--- src/rtl/circular_dma_stream_arbiter.sv ---
// Packet-level round-robin arbiter merging several AXI-Stream sources into one
// S2MM stream; a grant is held until the granted source's tlast beat.
module circular_dma_stream_arbiter #(
  parameter int unsigned C_NUM_SOURCES = 4,
  parameter int unsigned C_AXIS_WIDTH  = 64,
  parameter int unsigned C_ID_WIDTH    = (C_NUM_SOURCES > 1) ? $clog2(C_NUM_SOURCES) : 1
) (
  input  logic                                    clk,
  input  logic                                    rst_n,
  input  logic                                    enable,
  input  logic                                    clear_counters,
  output logic                                    busy,
  output logic [C_ID_WIDTH-1:0]                   grant_idx,
  output logic [32*C_NUM_SOURCES-1:0]             pkt_count,
  input  logic [C_AXIS_WIDTH*C_NUM_SOURCES-1:0]   s_axis_tdata,
  input  logic [C_NUM_SOURCES-1:0]                s_axis_tlast,
  input  logic [C_NUM_SOURCES-1:0]                s_axis_tvalid,
  output logic [C_NUM_SOURCES-1:0]                s_axis_tready,
  output logic [C_AXIS_WIDTH-1:0]                 m_axis_tdata,
  output logic                                    m_axis_tlast,
  output logic [C_ID_WIDTH-1:0]                   m_axis_tid,
  output logic                                    m_axis_tvalid,
  input  logic                                    m_axis_tready
);

  localparam int unsigned CNT_W = 32;

  typedef enum logic {
    ST_IDLE,
    ST_FORWARD
  } state_t;

  state_t                  state;
  logic [C_ID_WIDTH-1:0]   last_grant;
  logic [C_ID_WIDTH-1:0]   winner;
  logic [C_ID_WIDTH-1:0]   cand;
  logic                    found;
  logic                    fwd;
  logic                    pkt_done;
  logic [C_AXIS_WIDTH-1:0] src_data [C_NUM_SOURCES];
  logic [CNT_W-1:0]        cnt      [C_NUM_SOURCES];

  // Unpack the flattened input data and pack the counters for software.
  for (genvar g = 0; g < C_NUM_SOURCES; g++) begin : g_src
    assign src_data[g]                 = s_axis_tdata[g*C_AXIS_WIDTH +: C_AXIS_WIDTH];
    assign pkt_count[g*CNT_W +: CNT_W] = cnt[g];
  end

  // Round-robin search: first valid source strictly after the previous winner.
  always_comb begin
    found  = 1'b0;
    winner = '0;
    cand   = '0;
    for (int unsigned k = 1; k <= C_NUM_SOURCES; k++) begin
      cand = C_ID_WIDTH'((32'(last_grant) + k) % C_NUM_SOURCES);
      if (!found && s_axis_tvalid[cand]) begin
        found  = 1'b1;
        winner = cand;
      end
    end
  end

  // Pass-through is gated by rst_n so no beat is handshaken while reset is held.
  assign fwd           = (state == ST_FORWARD) && rst_n;
  assign busy          = (state == ST_FORWARD);
  assign m_axis_tvalid = fwd && s_axis_tvalid[grant_idx];
  assign m_axis_tlast  = fwd && s_axis_tlast[grant_idx];
  assign m_axis_tdata  = fwd ? src_data[grant_idx] : '0;
  assign m_axis_tid    = fwd ? grant_idx : '0;
  assign pkt_done      = m_axis_tvalid && m_axis_tready && m_axis_tlast;

  always_comb begin
    s_axis_tready = '0;
    if (fwd) s_axis_tready[grant_idx] = m_axis_tready;
  end

  always_ff @(posedge clk) begin
    if (!rst_n) begin
      state      <= ST_IDLE;
      grant_idx  <= '0;
      last_grant <= C_ID_WIDTH'(C_NUM_SOURCES - 1);
      for (int i = 0; i < int'(C_NUM_SOURCES); i++) cnt[i] <= '0;
    end else begin
      case (state)
        ST_IDLE: begin
          if (enable && found) begin
            grant_idx <= winner;
            state     <= ST_FORWARD;
          end
        end
        ST_FORWARD: begin
          if (pkt_done) begin
            last_grant <= grant_idx;
            state      <= ST_IDLE;
          end
        end
        default: state <= ST_IDLE;
      endcase
      // A clear wins over a same-cycle completion; that packet goes uncounted.
      if (clear_counters) begin
        for (int i = 0; i < int'(C_NUM_SOURCES); i++) cnt[i] <= '0;
      end else if (pkt_done) begin
        cnt[grant_idx] <= cnt[grant_idx] + 32'd1;
      end
    end
  end

endmodule

--- config.mk ---
export PLATFORM = sky130hd
export DESIGN_NAME = circular_dma_stream_arbiter
export DESIGN_NICKNAME = d
export VERILOG_FILES = /design/src/rtl/circular_dma_stream_arbiter.sv
export SDC_FILE = /design/constraint.sdc
export NUM_CORES = 1
export LEC_CHECK = 0
export CAP_MARGIN = 20
export CORE_AREA = 3 3 184 186
export DETAILED_ROUTE_END_ITERATION = 8
export DIE_AREA = 0 0 187 189
export DONT_BUFFER_PORTS = 1
export PLACE_DENSITY = 0.4
export SLEW_MARGIN = 40
export SYNTH_ARGS = -nofsm -noshare
export SYNTH_HDL_FRONTEND = slang
export SYNTH_SLANG_ARGS = --single-unit
--- constraint.sdc ---
create_clock -name clk -period 3.2 [get_ports clk]
set_clock_uncertainty 0.1 [all_clocks]
set_input_delay 0.16 -clock clk [delete_from_list [all_inputs] [get_ports clk]]
set_output_delay 0.16 -clock clk [all_outputs]
set_load 0.01 [all_outputs]
==> Word level (Yosys, flattened, before mapping) <==
Memories as Yosys holds them, arrays and structs flattened. A register that Yosys moved wholly into a read port is not among the register bits.
Cells that the tools add are included.
{ "op_classes": {"magnitude_cmp": 7, "add_sub_neg": 5, "n_reduce_logical": 16, "bitwise": 7, "muxes": 48} }
{ "op_table": {"columns": ["op", "n"], "rows": [
  ["two-way mux 64 bit", 3],
  ["two-way mux 32 bit", 5],
  ["binary-select mux 64 bit (select 2 bit)", 1],
  ["adder 32 x 1 -> 32 bit, second input constant", 1],
  ["OR reduction 32 bit", 1],
  ["two-way mux 1 bit", 22],
  ["two-way mux 2 bit", 8],
  ["less-than comparator 2 x 3 -> 1 bit, second input constant", 5],
  ["binary-select mux 1 bit (select 2 bit)", 6],
  ["logical AND 1 bit", 10],
  ["adder 2 x 1 -> 2 bit, second input constant", 2],
  ["adder 2 bit, second input constant", 2],
  ["AND 4 bit", 1],
  ["two-way mux 4 bit", 1],
  ["OR 1 bit", 4],
  ["AND reduction 2 bit", 2],
  ["greater-or-equal comparator 3 bit, second input constant", 1],
  ["zero test 1 bit", 3],
  ["inverter 2 -> 3 bit", 1],
  ["demux 1 bit (select 2 bit)", 1],
  ["greater-or-equal comparator 2 x 1 -> 1 bit, second input constant", 1],
  ["case mux 1 bit (2 select lines)", 1],
  ["inverter 1 bit", 1]
]} }
{ "totals": {"regBits": 5, "n_memories": 1, "out_inout_bits": 203, "mem_bits_rw": 128, "elab_cells": 87, "in_bits": 269} }
{ "mem_list": {"columns": ["name", "words", "word_bits", "read_ports", "rd_clocked_by_memory_dff", "wr", "line_no", "text"], "rows": [
  ["cnt", 4, 32, 5, 1, 4, "41", "logic [CNT_W-1:0] cnt [C_NUM_SOURCES];"]
]} }

==> Depth between registers and ports, before layout <==
{ "depth": {"word_depth": 17, "depth_mapped": 9, "depth_no_buf": 6} }

==> Worst setup path before layout <==
Ideal clock, no wire load.
{ "synth_path": {"path_type": "register -> register", "start": "register grant_idx[0]", "end": "memory cnt[2][0], enable pin", "setup_ns": 0.478, "slack_ns": 0.076, "path_stages_with_launch": 8, "arrival_time_ns": 2.546, "path_buffers": 3, "cell_sequence": "dfxtp_1 -> mux4_2 -> nand3_1 -> clkbuf_1 -> nand2b_1 -> clkbuf_1 -> clkbuf_1 -> nand2_1"} }
{ "synth_rtl": {"columns": ["element", "line_no", "text"], "rows": [
  ["start: declaration", "13", "output logic [C_ID_WIDTH-1:0] grant_idx,"],
  ["start signal: assignment", "87", "grant_idx <= winner;"],
  ["end: declaration", "41", null]
]} }

==> metrics.csv <==
metric,value,unit
status,completed,
dieWidth,187,um
cp_num_buf_inv,0,
fin_crit,3080,ps
syn_inst,659,
finalSetupViolCount,0,
yosysWarnings,0,
crit_chain,mux4_1 -> nand4_4 -> or4_1 -> o21ai_0 -> a21oi_1,
rsz0062_at_grt,true,
final_core_util,30.0,%
postCtsSetupBuffers,0,
power.leakage,3.31,nW
htree_num_levels,4,
syn_area,8580,sq um
fillers,3264,
synth_nets,929,
place_area,9110,sq um
drc,0,
finalWorstSetupSlack,120,ps
period_share,96.3,%
grt_pass1_wl,55100,um
synth-edff-count,128,
holdWs,38.9,ps
power_density,476,nW/um^2
worstPathArrival,3140,ps
cp_slowest_stage_delay,800,ps
dpl_worst_slack,47.1,ps
crit_path_end_kind,flop,
numCtsBuffers,17,
irDropWorstVdd,0.307,mV
clk_pin_slew,70,ps
dp_hpwl,32200,um
detail_route.wl_per_cell,36.5,um
dieArea,35300,sq um
drive_gt1_share,24.5,%
insertion_delay,430,ps
cts_tree,done,
grt_usage,22.1,%
area_delta_synth_final,13.5,%
start_util,26.4,%
syn_area_per_cell,13.0,sq um
cp-start-kind,flop,
synth.distinct_cells,42,
die_h,189,um
path_max_fanout,17,
slew_headroom,50.0,%
yosys_register_bits,135,
maxCapViolations,0,
antenna_found_initial,47,
stdcell_area,9740,sq um
drtPass1Iterations,5,
pin_count,472,
grt-ovfl-total,0,
via_per_inst,5.90,
max_freq,0.325,GHz
rows,66,
hold_path.class,primary input to flop,
grt_max_degree,74,
tightest_slew,744,ps
cts_root_buffer,clkbuf_16,
vias,6530,
maxSlewViolCount,0,
postRouteAntennaNets,0,
path_delay_family,simple AND/OR/NAND/NOR gates,
synth-main-ff-cell,edfxtp_1,
finalHoldViolations,0,
synth.yosys.seq_area_share,46.5,%
drt-initial-drc-count,643,
core,32500,sq um
grt_pass1_vias,6398,
wl,40400,um
gp_congestion,1.02,
required,3260,ps
cts_buffer_depth,2,
crit_type,flop to flop,
cts_sinks,135,
crit_slowest_cell,or4_1,
synthArstFlopShare,0,%
port_buffers,0,
final_nets,909,
-- final timing paths --
| check | start | endpoint | slack [ps] | depth (start not counted) |
|---|---|---|---|---|
| setup / recovery | flop | cnt[0][17]$_SDFFCE_PN0P_ | 120 | 5 |
| setup reg to reg | flop | cnt[0][17]$_SDFFCE_PN0P_ | 120 | 5 |
| hold reg to reg | last_grant[0]$_SDFFE_PN1P_ | last_grant[0]$_SDFFE_PN1P_ | 440 | 2 |
| hold / removal | enable | busy$_SDFF_PN0_ | 40 | 3 |
-- kinds of logic (layout without fill, tap and decap cells) --
logic type,Yosys count,in the layout,share of synthesized area (%)
simple gates,258,258,16.8
flops,135,135,46.5
mux,101,101,26.5
compound gates,81,81,5.14
buf+inv,69,62,3.49
xor+xnor,14,14,1.43
fa+ha+maj,1,1,0.146
other cells,0,13,0
-- final cells by class --
cell class	count	area [sq um]	share of cell area [%]
inverters	6	22.5	0.231
well taps	442	553	5.68
flip-flops and latches	135	4000	41.0
clock inverters	12	93.8	0.964
repair buffers	24	249	2.56
clock buffers	20	479	4.92
diodes	13	32.5	0.334
multi-input cells	455	4310	44.3
-- sequential cells by signal, summed over array words and instances, names as in the netlist, named ones only --
| signal | flops |
|---|---|
| busy | 1 |
| last_grant | 2 |
| grant_idx | 2 |
| cnt | 128 |
-- synthesized netlist by cell type (all sizes together), types with 9 or more instances --
cell    instances  area [sq um]
edfxtp        128          3840
mux4           98          2240
and3           76           475
nor2           72           270
a21oi          55           275
clkbuf         48           180
nand2          21          78.8
buf            15          96.4
nand4          14           124
o21ai          14          70.1
nand3          12          60.1
xnor2          12           105
nor3           10          50.1
nor2b           9          56.3
-- worst reg2reg max path, delay by kind of cell (launching register included) --
| family | cells | cell delay, ps |
|---|---|---|
| DFF | 1 | 660 |
| AOI/OAI and AO/OA | 2 | 630 |
| muxes | 1 | 430 |
| and+or+nand+nor | 2 | 990 |
-- report_power, final --
group | internal (mW) | switching [mW]
Combinational | 0.292 | 0.341
Sequential | 2.01 | 0.112
Clock | 1.09 | 0.792
Total | 3.39 | 1.25
-- layer usage --
layer / wire length, um / share of wire [%] / global-route usage [%] / vias to the layer above
met1: 15100 / 37 / 26.4 / 3269
li1: - / - / - / 2631
met5: 175 / 0.43 / 0 / -
met4: 919 / 2.3 / 5.09 / 30
met2: 17600 / 44 / 32.9 / 518
met3: 6660 / 16 / 15.0 / 82
-- what timing repair did --
action                                  4_1_cts  5_1_grt
gates resized for setup                       0        5
endpoints found under the setup margin        0       41
hold buffers                                  1        0
hold endpoints to repair                      7        0
-- per-stage QoR --
| step | setup TNS, ps | instances | power (mW) |
|---|---|---|---|
| after floorplan | 0 | 659 | 2.61 |
| after global placement | 0 | 1061 | 2.78 |
| after detailed placement | 0 | 1061 | 2.79 |
| after CTS | 0 | 1094 | 4.66 |
| after global routing | -660 | 1101 | 4.79 |
| final | 0 | 1107 | 4.63 |
-- layout by cell type, fill, tap and decap left out, types with 6 or more instances in the layout --
cell / n
edfxtp_1: 128
a21oi_1: 55
diode_2: 13
nor4_1: 7
nand2b_1: 7
buf_4: 17
xnor2_1: 12
nand4_1: 11
nand3_1: 12
and3_1: 76
nor2_1: 72
mux4_1: 10
or4_1: 6
nor3_1: 10
inv_1: 6
nor2b_1: 9
mux4_2: 88
o21ai_0: 11
nand2_1: 17
clkbuf_16: 19
(Power assumes the default switching activity.)
